===== config.mk =====
export PLATFORM = sky130hd
export DESIGN_NAME = sdram_port_arbiter
export DESIGN_NICKNAME = d
export VERILOG_FILES = /design/src/rtl/sdram_arb_pkg.sv /design/src/rtl/sdram_arb_tag_fifo.sv /design/src/rtl/sdram_port_arbiter.sv
export SDC_FILE = /design/constraint.sdc
export NUM_CORES = 1
export LEC_CHECK = 0
export BUFFER_PORTS_ARGS = -buffer_cell sky130_fd_sc_hd__buf_4
export CAP_MARGIN = 20
export CORE_ASPECT_RATIO = 0.7
export CORE_MARGIN = 2
export CORE_UTILIZATION = 41
export DETAILED_ROUTE_END_ITERATION = 8
export PLACE_DENSITY = 0.76
export SLEW_MARGIN = 10
export SYNTH_ARGS = -nofsm -noshare
export SYNTH_HDL_FRONTEND = slang
export SYNTH_SLANG_ARGS = --single-unit

===== constraint.sdc =====
create_clock -name clk -period 7.1 [get_ports clk]
set_input_delay 0.71 -clock clk [delete_from_list [all_inputs] [get_ports clk]]
set_output_delay 0.71 -clock clk [all_outputs]
set_load 0.05 [all_outputs]

===== src/rtl/sdram_arb_pkg.sv =====
// Shared types and width helpers for the SDRAM port arbiter.
//   owner_t   : registered bus owner; its encoding doubles as the one-hot grant.
//   req_id_t  : requester id stored in the read-tag FIFO (0 = VGA, 1 = draw/CPU).
//   be_w()    : byteenable width for a given data width.
//   cnt_w()   : bits needed to hold values 0..max_val.
package sdram_arb_pkg;

    typedef enum logic [1:0] {
        OWN_NONE = 2'b00,
        OWN0     = 2'b01,
        OWN1     = 2'b10
    } owner_t;

    typedef logic req_id_t;

    localparam req_id_t ID_S0 = 1'b0;
    localparam req_id_t ID_S1 = 1'b1;

    function automatic int be_w(input int data_w);
        return data_w / 8;
    endfunction

    function automatic int cnt_w(input int max_val);
        return (max_val < 1) ? 1 : $clog2(max_val + 1);
    endfunction

endpackage


===== src/rtl/sdram_arb_tag_fifo.sv =====
// In-order tag FIFO recording which requester issued each outstanding read.
//   clk, reset : clock, synchronous active-high reset (empties the FIFO)
//   push       : store push_id at the tail
//   push_id    : requester id of the accepted read
//   pop        : discard the head entry (read data returned)
//   full/empty : occupancy flags
//   head       : requester id of the oldest outstanding read
module sdram_arb_tag_fifo
    import sdram_arb_pkg::*;
#(
    parameter int DEPTH = 8
) (
    input  logic    clk,
    input  logic    reset,
    input  logic    push,
    input  req_id_t push_id,
    input  logic    pop,
    output logic    full,
    output logic    empty,
    output req_id_t head
);

    localparam int PTR_W = $clog2(DEPTH);
    localparam logic [PTR_W:0] CNT_FULL = (PTR_W + 1)'(DEPTH);

    req_id_t          mem [DEPTH];
    logic [PTR_W-1:0] wr_ptr;
    logic [PTR_W-1:0] rd_ptr;
    logic [PTR_W:0]   count;
    logic             do_push;
    logic             do_pop;

    // A push into a full FIFO is only legal when the head leaves the same cycle.
    assign do_push = push & (~full | pop);
    assign do_pop  = pop & ~empty;

    assign full  = (count == CNT_FULL);
    assign empty = (count == '0);
    assign head  = mem[rd_ptr];

    always_ff @(posedge clk) begin
        if (do_push) begin
            mem[wr_ptr] <= push_id;
        end
    end

    always_ff @(posedge clk) begin
        if (reset) begin
            wr_ptr <= '0;
            rd_ptr <= '0;
            count  <= '0;
        end else begin
            if (do_push) begin
                wr_ptr <= wr_ptr + 1'b1;
            end
            if (do_pop) begin
                rd_ptr <= rd_ptr + 1'b1;
            end
            case ({do_push, do_pop})
                2'b10:   count <= count + 1'b1;
                2'b01:   count <= count - 1'b1;
                default: count <= count;
            endcase
        end
    end

endmodule


===== src/rtl/sdram_port_arbiter.sv =====
// Shares the SDRAM controller's single Avalon-MM master port between the
// VGA scan-out reader (s0, read-only, high priority) and the draw/CPU path
// (s1, read/write, low priority with aging). Grants are held for bursts of
// up to BURST_LEN accepted beats; read data is routed back in order via a
// tag FIFO.
//   clk, reset        : clock, synchronous active-high reset
//   s0_*              : VGA requester slave port (read only)
//   s1_*              : draw/CPU requester slave port
//   m_*               : master port towards the SDRAM controller
//   grant             : one-hot current owner {s1,s0}, 00 = none
//   orphan_err        : sticky, read data returned with nothing outstanding
module sdram_port_arbiter
    import sdram_arb_pkg::*;
#(
    parameter  int ADDR_W      = 25,
    parameter  int DATA_W      = 16,
    parameter  int BURST_LEN   = 8,
    parameter  int MAX_WAIT    = 64,
    parameter  int MAX_PENDING = 8,
    localparam int BE_W        = be_w(DATA_W)
) (
    input  logic              clk,
    input  logic              reset,

    input  logic [ADDR_W-1:0] s0_address,
    input  logic              s0_read,
    output logic              s0_waitrequest,
    output logic [DATA_W-1:0] s0_readdata,
    output logic              s0_readdatavalid,

    input  logic [ADDR_W-1:0] s1_address,
    input  logic              s1_read,
    input  logic              s1_write,
    input  logic [DATA_W-1:0] s1_writedata,
    input  logic [BE_W-1:0]   s1_byteenable,
    output logic              s1_waitrequest,
    output logic [DATA_W-1:0] s1_readdata,
    output logic              s1_readdatavalid,

    output logic [ADDR_W-1:0] m_address,
    output logic              m_read,
    output logic              m_write,
    output logic [DATA_W-1:0] m_writedata,
    output logic [BE_W-1:0]   m_byteenable,
    input  logic              m_waitrequest,
    input  logic [DATA_W-1:0] m_readdata,
    input  logic              m_readdatavalid,

    output logic [1:0]        grant,
    output logic              orphan_err
);

    localparam int BC_W = cnt_w(BURST_LEN);
    localparam int WC_W = cnt_w(MAX_WAIT);
    localparam logic [BC_W-1:0] BEAT_LAST = BC_W'(BURST_LEN - 1);
    localparam logic [WC_W-1:0] WAIT_MAX  = WC_W'(MAX_WAIT);

    owner_t          owner;
    owner_t          owner_nxt;
    req_id_t         last_id;
    req_id_t         cur_id;
    logic [BC_W-1:0] beat_cnt;
    logic [WC_W-1:0] wait_cnt;

    logic    s0_act;
    logic    s1_act;
    logic    s1_rd_only;
    logic    own_act;
    logic    own_rd;
    logic    own_wr;
    logic    rd_block;
    logic    accept;
    logic    decide;

    logic    fifo_push;
    logic    fifo_pop;
    logic    fifo_full;
    logic    fifo_empty;
    req_id_t fifo_head;

    assign s0_act     = s0_read;
    assign s1_act     = s1_read | s1_write;
    // A simultaneous read+write from s1 is issued as a write only.
    assign s1_rd_only = s1_read & ~s1_write;

    always_comb begin
        own_act = 1'b0;
        own_rd  = 1'b0;
        own_wr  = 1'b0;
        case (owner)
            OWN0: begin
                own_act = s0_act;
                own_rd  = s0_read;
            end
            OWN1: begin
                own_act = s1_act;
                own_rd  = s1_rd_only;
                own_wr  = s1_write;
            end
            default: ;
        endcase
    end

    // With the FIFO full a read may still go out if a tag retires this cycle.
    assign rd_block = fifo_full & ~m_readdatavalid;

    assign m_read  = own_rd & ~rd_block;
    assign m_write = own_wr;
    assign accept  = (m_read | m_write) & ~m_waitrequest;

    assign s0_waitrequest = ~((owner == OWN0) & ~m_waitrequest & ~(own_rd & rd_block));
    assign s1_waitrequest = ~((owner == OWN1) & ~m_waitrequest & ~(own_rd & rd_block));

    // With no owner the data-path mux keeps pointing at the previous owner.
    assign cur_id = (owner == OWN1) ? ID_S1 :
                    (owner == OWN0) ? ID_S0 : last_id;

    assign m_address    = (cur_id == ID_S1) ? s1_address : s0_address;
    assign m_writedata  = s1_writedata;
    assign m_byteenable = (cur_id == ID_S1) ? s1_byteenable : {BE_W{1'b1}};

    assign fifo_push = accept & m_read;
    assign fifo_pop  = m_readdatavalid & ~fifo_empty;

    assign s0_readdatavalid = fifo_pop & (fifo_head == ID_S0);
    assign s1_readdatavalid = fifo_pop & (fifo_head == ID_S1);
    assign s0_readdata      = m_readdata;
    assign s1_readdata      = m_readdata;

    assign grant = owner;

    // Re-arbitrate when idle, when the owner drops its request, or on the
    // last beat of a burst (the new owner then follows without a bubble).
    assign decide = (owner == OWN_NONE) | ~own_act | (accept & (beat_cnt == BEAT_LAST));

    always_comb begin
        if ((wait_cnt == WAIT_MAX) && s1_act) begin
            owner_nxt = OWN1;
        end else if (s0_act) begin
            owner_nxt = OWN0;
        end else if (s1_act) begin
            owner_nxt = OWN1;
        end else begin
            owner_nxt = OWN_NONE;
        end
    end

    always_ff @(posedge clk) begin
        if (reset) begin
            owner      <= OWN_NONE;
            last_id    <= ID_S0;
            beat_cnt   <= '0;
            wait_cnt   <= '0;
            orphan_err <= 1'b0;
        end else begin
            if (decide) begin
                owner    <= owner_nxt;
                beat_cnt <= '0;
            end else if (accept) begin
                beat_cnt <= beat_cnt + 1'b1;
            end

            if (owner != OWN_NONE) begin
                last_id <= cur_id;
            end

            if (decide && (owner_nxt == OWN1)) begin
                wait_cnt <= '0;
            end else if (s1_act && (owner != OWN1) && (wait_cnt != WAIT_MAX)) begin
                wait_cnt <= wait_cnt + 1'b1;
            end

            if (m_readdatavalid && fifo_empty) begin
                orphan_err <= 1'b1;
            end
        end
    end

    sdram_arb_tag_fifo #(
        .DEPTH (MAX_PENDING)
    ) u_tag_fifo (
        .clk     (clk),
        .reset   (reset),
        .push    (fifo_push),
        .push_id (cur_id),
        .pop     (fifo_pop),
        .full    (fifo_full),
        .empty   (fifo_empty),
        .head    (fifo_head)
    );

endmodule


# Word-level counts from Yosys, hierarchy flattened

Memory sizes are Yosys's and may differ from the RTL's. A register that Yosys moved wholly into a read port is not among the register bits.
Cells that the tools add are included.

Flip-flop bits (word level): 25
Bits in writable memories: 8
Input port bits: 91
Output and inout bits: 84
Word-level logic and storage cells: 83
Memories: 1

Memories:

| name           | words | width | read ports | clocked after Yosys merged registers in | write ports | RTL line                 | RTL |
|---|---|---|---|---|---|---|---|
| u_tag_fifo.mem | 8     | 1     | 1          | 1                                       | 1           | sdram_arb_tag_fifo.sv:26 | `req_id_t mem [DEPTH];` |

Add/sub/neg operators: 6
Eq/ne operators: 10
Mux-type cells: 15
Bitwise operators: 32
Reductions and logical operators: 11

Operators by type and width:

| operator                                         | count |
|---|---|
| 2-to-1 mux 25 bit                                | 1 |
| bitwise AND 1 bit                                | 16 |
| inverter 1 bit                                   | 11 |
| adder 4 x 1 -> 4 bit, second input constant      | 2 |
| 2-to-1 mux 2 bit                                 | 4 |
| case mux 4 bit (2 select lines)                  | 1 |
| adder 7 x 1 -> 7 bit, second input constant      | 1 |
| == test 7 bit, second input constant             | 1 |
| inequality test 7 bit, second input constant     | 1 |
| adder 3 x 1 -> 3 bit, second input constant      | 2 |
| == test 2 bit, second input constant             | 3 |
| 2-to-1 mux 3 bit                                 | 2 |
| logical AND 1 bit                                | 5 |
| 2-to-1 mux 1 bit                                 | 5 |
| OR 1 bit                                         | 5 |
| == test 2 x 1 -> 1 bit, second input constant    | 2 |
| == test 4 x 3 -> 1 bit, second input constant    | 1 |
| == test 4 bit, second input constant             | 1 |
| zero test 4 bit                                  | 1 |
| case mux 1 bit (2 select lines)                  | 2 |
| nonzero test 2 bit                               | 2 |
| OR reduction 2 bit                               | 2 |
| subtractor 4 x 1 -> 4 bit, second input constant | 1 |
| zero test 2 bit                                  | 1 |
| inequality test 2 bit, second input constant     | 1 |

# Logic depth before layout (Yosys ltp)

Word-level depth: 10
Gate-level depth with buffers: 13
Gate-level depth less buffers: 12

# Modules after synthesis

A second synthesis with hierarchy kept.

Cell total of the unflattened synthesis: 273
Area, all modules: 2,576.2 um^2

Modules (own cells, without submodules):

| module             | instances | cells an instance | area each (um^2) | sequential area each (um^2) |
|---|---|---|---|---|
| sdram_port_arbiter | 1         | 189               | 1,596.5          | 300.3 |
| sdram_arb_tag_fifo | 1         | 84                | 979.7            | 500.5 |

# Worst setup path before layout

OpenSTA, ideal clock, no wires.

Kind: register to register
Start: register owner[0], in the netlist grant[0]
End: register u_tag_fifo.count[2]
Setup time: 0.070 ns
Data arrival time: 2.972 ns
Required time: 7.030 ns
Setup slack: 4.058 ns
Cell stages (with the launch flop): 13
Path buffers: 0
Period minus slack after synthesis: 3.042 ns
Path through: dfxtp_1 -> inv_1 -> ha_1 -> nand4b_2 -> a221oi_2 -> inv_1 -> ha_1 -> xor2_1 -> ha_1 -> a21oi_1 -> xor2_1 -> or3_1 -> a21oi_1

Word-level cells in the longest chain between the ends: 9
Elaborated cells on any way between the ends: 13
Classes of those cells: eq/ne: 4; mux: 3; bitwise: 5; reduce/logical: 1

Ends and longest elaborated chain:

| item                                                                         | RTL line                  | RTL |
|---|---|---|
| from (decl)                                                                  | sdram_port_arbiter.sv:58  | `owner_t owner;` |
| from (signal assigned)                                                       | sdram_port_arbiter.sv:157 | `owner <= owner_nxt;` |
| == test 2 bit / == test 2 x 1 -> 1 bit (equally long branches)               | sdram_port_arbiter.sv:90  | `case (owner)` |
| case mux 1 bit (2 select lines)                                              | sdram_port_arbiter.sv:90  |  |
| bitwise AND 1 bit                                                            | sdram_port_arbiter.sv:107 | `assign m_read = own_rd & ~rd_block;` |
| OR 1 bit                                                                     | sdram_port_arbiter.sv:109 | `assign accept = (m_read \| m_write) & ~m_waitrequest;` |
| bitwise AND 1 bit                                                            | sdram_port_arbiter.sv:109 |  |
| bitwise AND 1 bit (*)                                                        | sdram_port_arbiter.sv:122 | `assign fifo_push = accept & m_read;` |
| bitwise AND 1 bit (*)                                                        | sdram_arb_tag_fifo.sv:34  | `assign do_push = push & (~full \| pop);` |
| == test 2 x 1 -> 1 bit / == test 2 bit (equally long branches)               | sdram_arb_tag_fifo.sv:59  | `case ({do_push, do_pop})` |
| case mux 4 bit (2 select lines) / nonzero test 2 bit (equally long branches) | -                         |  |
| to (signal assigned)                                                         | sdram_arb_tag_fifo.sv:60  | `2'b10: count <= count + 1'b1;` |
| to (signal assigned)                                                         | sdram_arb_tag_fifo.sv:61  | `2'b01: count <= count - 1'b1;` |
| to (signal assigned)                                                         | sdram_arb_tag_fifo.sv:62  | `default: count <= count;` |
| to (decl)                                                                    | sdram_arb_tag_fifo.sv:29  | `logic [PTR_W:0] count;` |

Every way passes the cells marked *; elsewhere a longest branch is shown, timed or not.
A chain may end at the register's enable or synchronous reset.

# Worst setup path in the final report

Same ends and word-level chain as after synthesis.

==> impl_metrics.json <==
{
  "number_of_hold_violations_in_the_final_report": 0,
  "cts-resized-gates": 0,
  "post_synth_main_area_contributors": "dfxtp_1, buf_4, mux2_2",
  "antenna_found_initial": 0,
  "cts.sink_count": 36,
  "drt_pre_antenna_iters": 4,
  "netlist_area_mm2": 0.00255,
  "hold_start": "orphan_err",
  "grt_first_pass_wirelength_mm": 9.39,
  "residual_drc_count": 0,
  "worst_skew_pair.late_latency_ns": 0.28,
  "nets": 417,
  "critical_path_peak_fanout": 8,
  "drv_cap": 0,
  "worstSetupStartpointType": "flop",
  "layout_worst_path_cycle_share_pct": 40.7,
  "post-synth-top-area-fraction_pct": 22.0,
  "replace_congestion": 0.836,
  "boundaryPins": 175,
  "syn-instance-count": 269,
  "area_growth_pct": 19.9,
  "crit_path_end_kind": "flop",
  "dp.cells": 383,
  "grt-ovfl-total": 0,
  "placement.io_buffers": 94,
  "hold_class": "reg -> reg",
  "cts.clk_slew.worst_paths_ns": 0.08,
  "arr_time_crit_path_ns": 3.11,
  "outcome": "completed",
  "area_used_by_multi_input_combinational_logic_mm2": 0.00129,
  "drive_above_1_share_pct": 45.3,
  "cp.required_ns": 7.32,
  "post-cts-setup-buffers": 0,
  "antennaDiodeCount": 0,
  "placement_rows": 23,
  "leakagePower_uw": 0.00131,
  "final_period_minus_worst_setup_slack_ns": 2.89,
  "post_synth_num_cell_types": 48,
  "grt_util_all_layers_pct": 16.9,
  "tns_ns": 0,
  "final_cells": 391,
  "avgSynthCellArea_um2": 9.48,
  "die_area_mm2": 0.00688,
  "fp.dieW_um": 98.3,
  "design.core.area_mm2": 0.00587,
  "max-vdd-ir-drop_v": 0.0000926,
  "crit_start": "grant[0]",
  "yosysSeqAreaShare_pct": 31.4,
  "cts-buffers-inserted": 5,
  "wl_mm": 6.09,
  "cellPowerDensity_mw_per_mm2": 185,
  "fin_worst_skew_ns": 0.00640,
  "clock-root-buffer": "clkbuf_8",
  "grt_pass1_vias": 1849,
  "regArea_um2": 801,
  "die_span_in_y_um": 70.0,
  "dr_vias": 1959,
  "initial_utilization_pct": 43.5,
  "cts_hold_repair.buffers": 0,
  "timing_max_transition_violations_final": 0,
  "timing.final.setup_violations": 0,
  "postSynthRegisterBits": 36,
  "timing.fmax_mhz": 346,
  "post-dp-hpwl_mm": 5.02,
  "ctsHtreeMaxLevel": 2,
  "grt_max_degree": 30,
  "post_drt_wl_per_cell_um": 15.6,
  "critPathKind": "reg -> reg",
  "setup_repair_after_global_routing_missed_its_margin": "false",
  "ys_warn_count": 0,
  "drt_iter0_drc": 117,
  "clock_path_buffers": 2,
  "tritoncts": "done",
  "timing.slew.headroom_pct": 71.5,
  "cell_accounting_for_the_most_synthesized_area": "dfxtp_1",
  "place_area_mm2": 0.00295,
  "synth.net_count": 371,
  "worstMarginPinSlew_ns": 0.421,
  "regToRegStartpoint": "grant[0]",
  "vias_per_inst": 5.01,
  "layout.filler_cells": 538,
  "finalInstanceArea_mm2": 0.00306,
  "antenna_violating_nets_post_route": 0
}
-- routing by layer --
layer | GRT usage [%] | wire (µm) | vias up
li1 | - | - | 958
met1 | 21.6 | 2620 | 909
met2 | 28.1 | 2960 | 90
met3 | 5.11 | 477 | 2
met4 | 3.65 | 34 | 0
met5 | 0 | 0 | -
-- power breakdown --
part,switching [µW],total [µW],internal (µW)
clock,73.5,176,102
combinational,103,172,69.1
sequential,3.99,217,213
-- cells by family (layout without fill, tap and decap cells) --
group / Yosys count / after routing / share of synthesized area [%]
fa+ha+maj: 11 / 11 / 5.39
buf+inv: 69 / 116 / 18.0
compound gates: 32 / 32 / 10.0
flops: 36 / 36 / 31.4
simple gates: 75 / 75 / 15.7
xor+xnor: 16 / 16 / 5.49
mux: 30 / 30 / 14.0
-- synth_stat cells, drive strengths merged --
library cell / number
a31oi: 1
nand2b: 2
nor3b: 5
nand4b: 1
a221oi: 1
xnor2: 10
a21bo: 1
nand2: 17
or3: 3
ha: 11
mux2i: 3
nor4: 1
a21oi: 13
nor3: 4
dfxtp: 28
or2: 2
o221a: 1
or2b: 1
or4b: 1
o41ai: 1
inv: 13
nor2: 26
a22o: 1
nand3: 2
a211oi: 3
nor4b: 2
o21ai: 6
buf: 54
xor2: 6
mux2: 25
clkbuf: 2
nand3b: 2
o21bai: 1
mux4: 2
o31ai: 2
a211o: 1
nor2b: 2
and2: 1
and3b: 1
edfxtp: 8
and3: 2
-- cells in the final DEF (no fill, tap or decap), drive strengths merged, types with 3 or more instances in the layout --
cell type,instances
nand2,17
clkbuf,5
inv,13
or3,3
o21ai,6
ha,11
nor3,4
a21oi,13
edfxtp,8
a211oi,3
nor3b,5
mux2i,3
xnor2,10
xor2,6
buf,95
nor2,26
dfxtp,28
mux2,25
-- final timing paths --
path | cells past startpoint | slack (ns) | to
setup / recovery | 12 | 4.21 | u_tag_fifo.count[2]
hold / removal | 2 | 0.49 | orphan_err
setup reg to reg | 12 | 4.21 | u_tag_fifo.count[2]
hold reg to reg | 2 | 0.49 | orphan_err
-- layout make-up --
type	instances	area share [%]
inverters	13	1.60
multi-input cells	164	42.3
well taps	75	3.07
flip-flops and latches	36	26.2
clock inverters	3	1.23
repair buffers	95	23.3
clock buffers	5	2.25
-- worst max-delay path: stages, from the launching register on --
cell	delay (ns)
dfxtp_1	0.33
inv_1	0.10
ha_1	0.36
nand4b_2	0.20
a221oi_2	0.40
inv_1	0.16
ha_1	0.28
xor2_1	0.17
ha_1	0.19
a21oi_1	0.14
xor2_1	0.09
or3_1	0.30
a21oi_1	0.13
-- per-stage QoR --
stage | setup WS (ns) | util (%) | hold WS [ns] | total power (µW)
final | 4.21 | 52.1 | 0.487 | 565
after global routing | 3.92 | 52.1 | 0.509 | 588
after CTS | 4.22 | 52.1 | 0.495 | 569
after detailed placement | 4.10 | 50.3 | 0.483 | 394
after global placement | 4.16 | 50.3 | 0.453 | 393
after floorplan | 4.06 | - | 0.449 | 405
-- flip-flops by register name, indices dropped and copies added (netlist names), named ones only --
name and flops:
last_id 1, orphan_err 1, u_tag_fifo.count 4, beat_cnt 4, grant 2, u_tag_fifo.mem 8, u_tag_fifo.rd_ptr 3, u_tag_fifo.wr_ptr 3
wait_cnt 7
(Power assumes the default switching activity.)
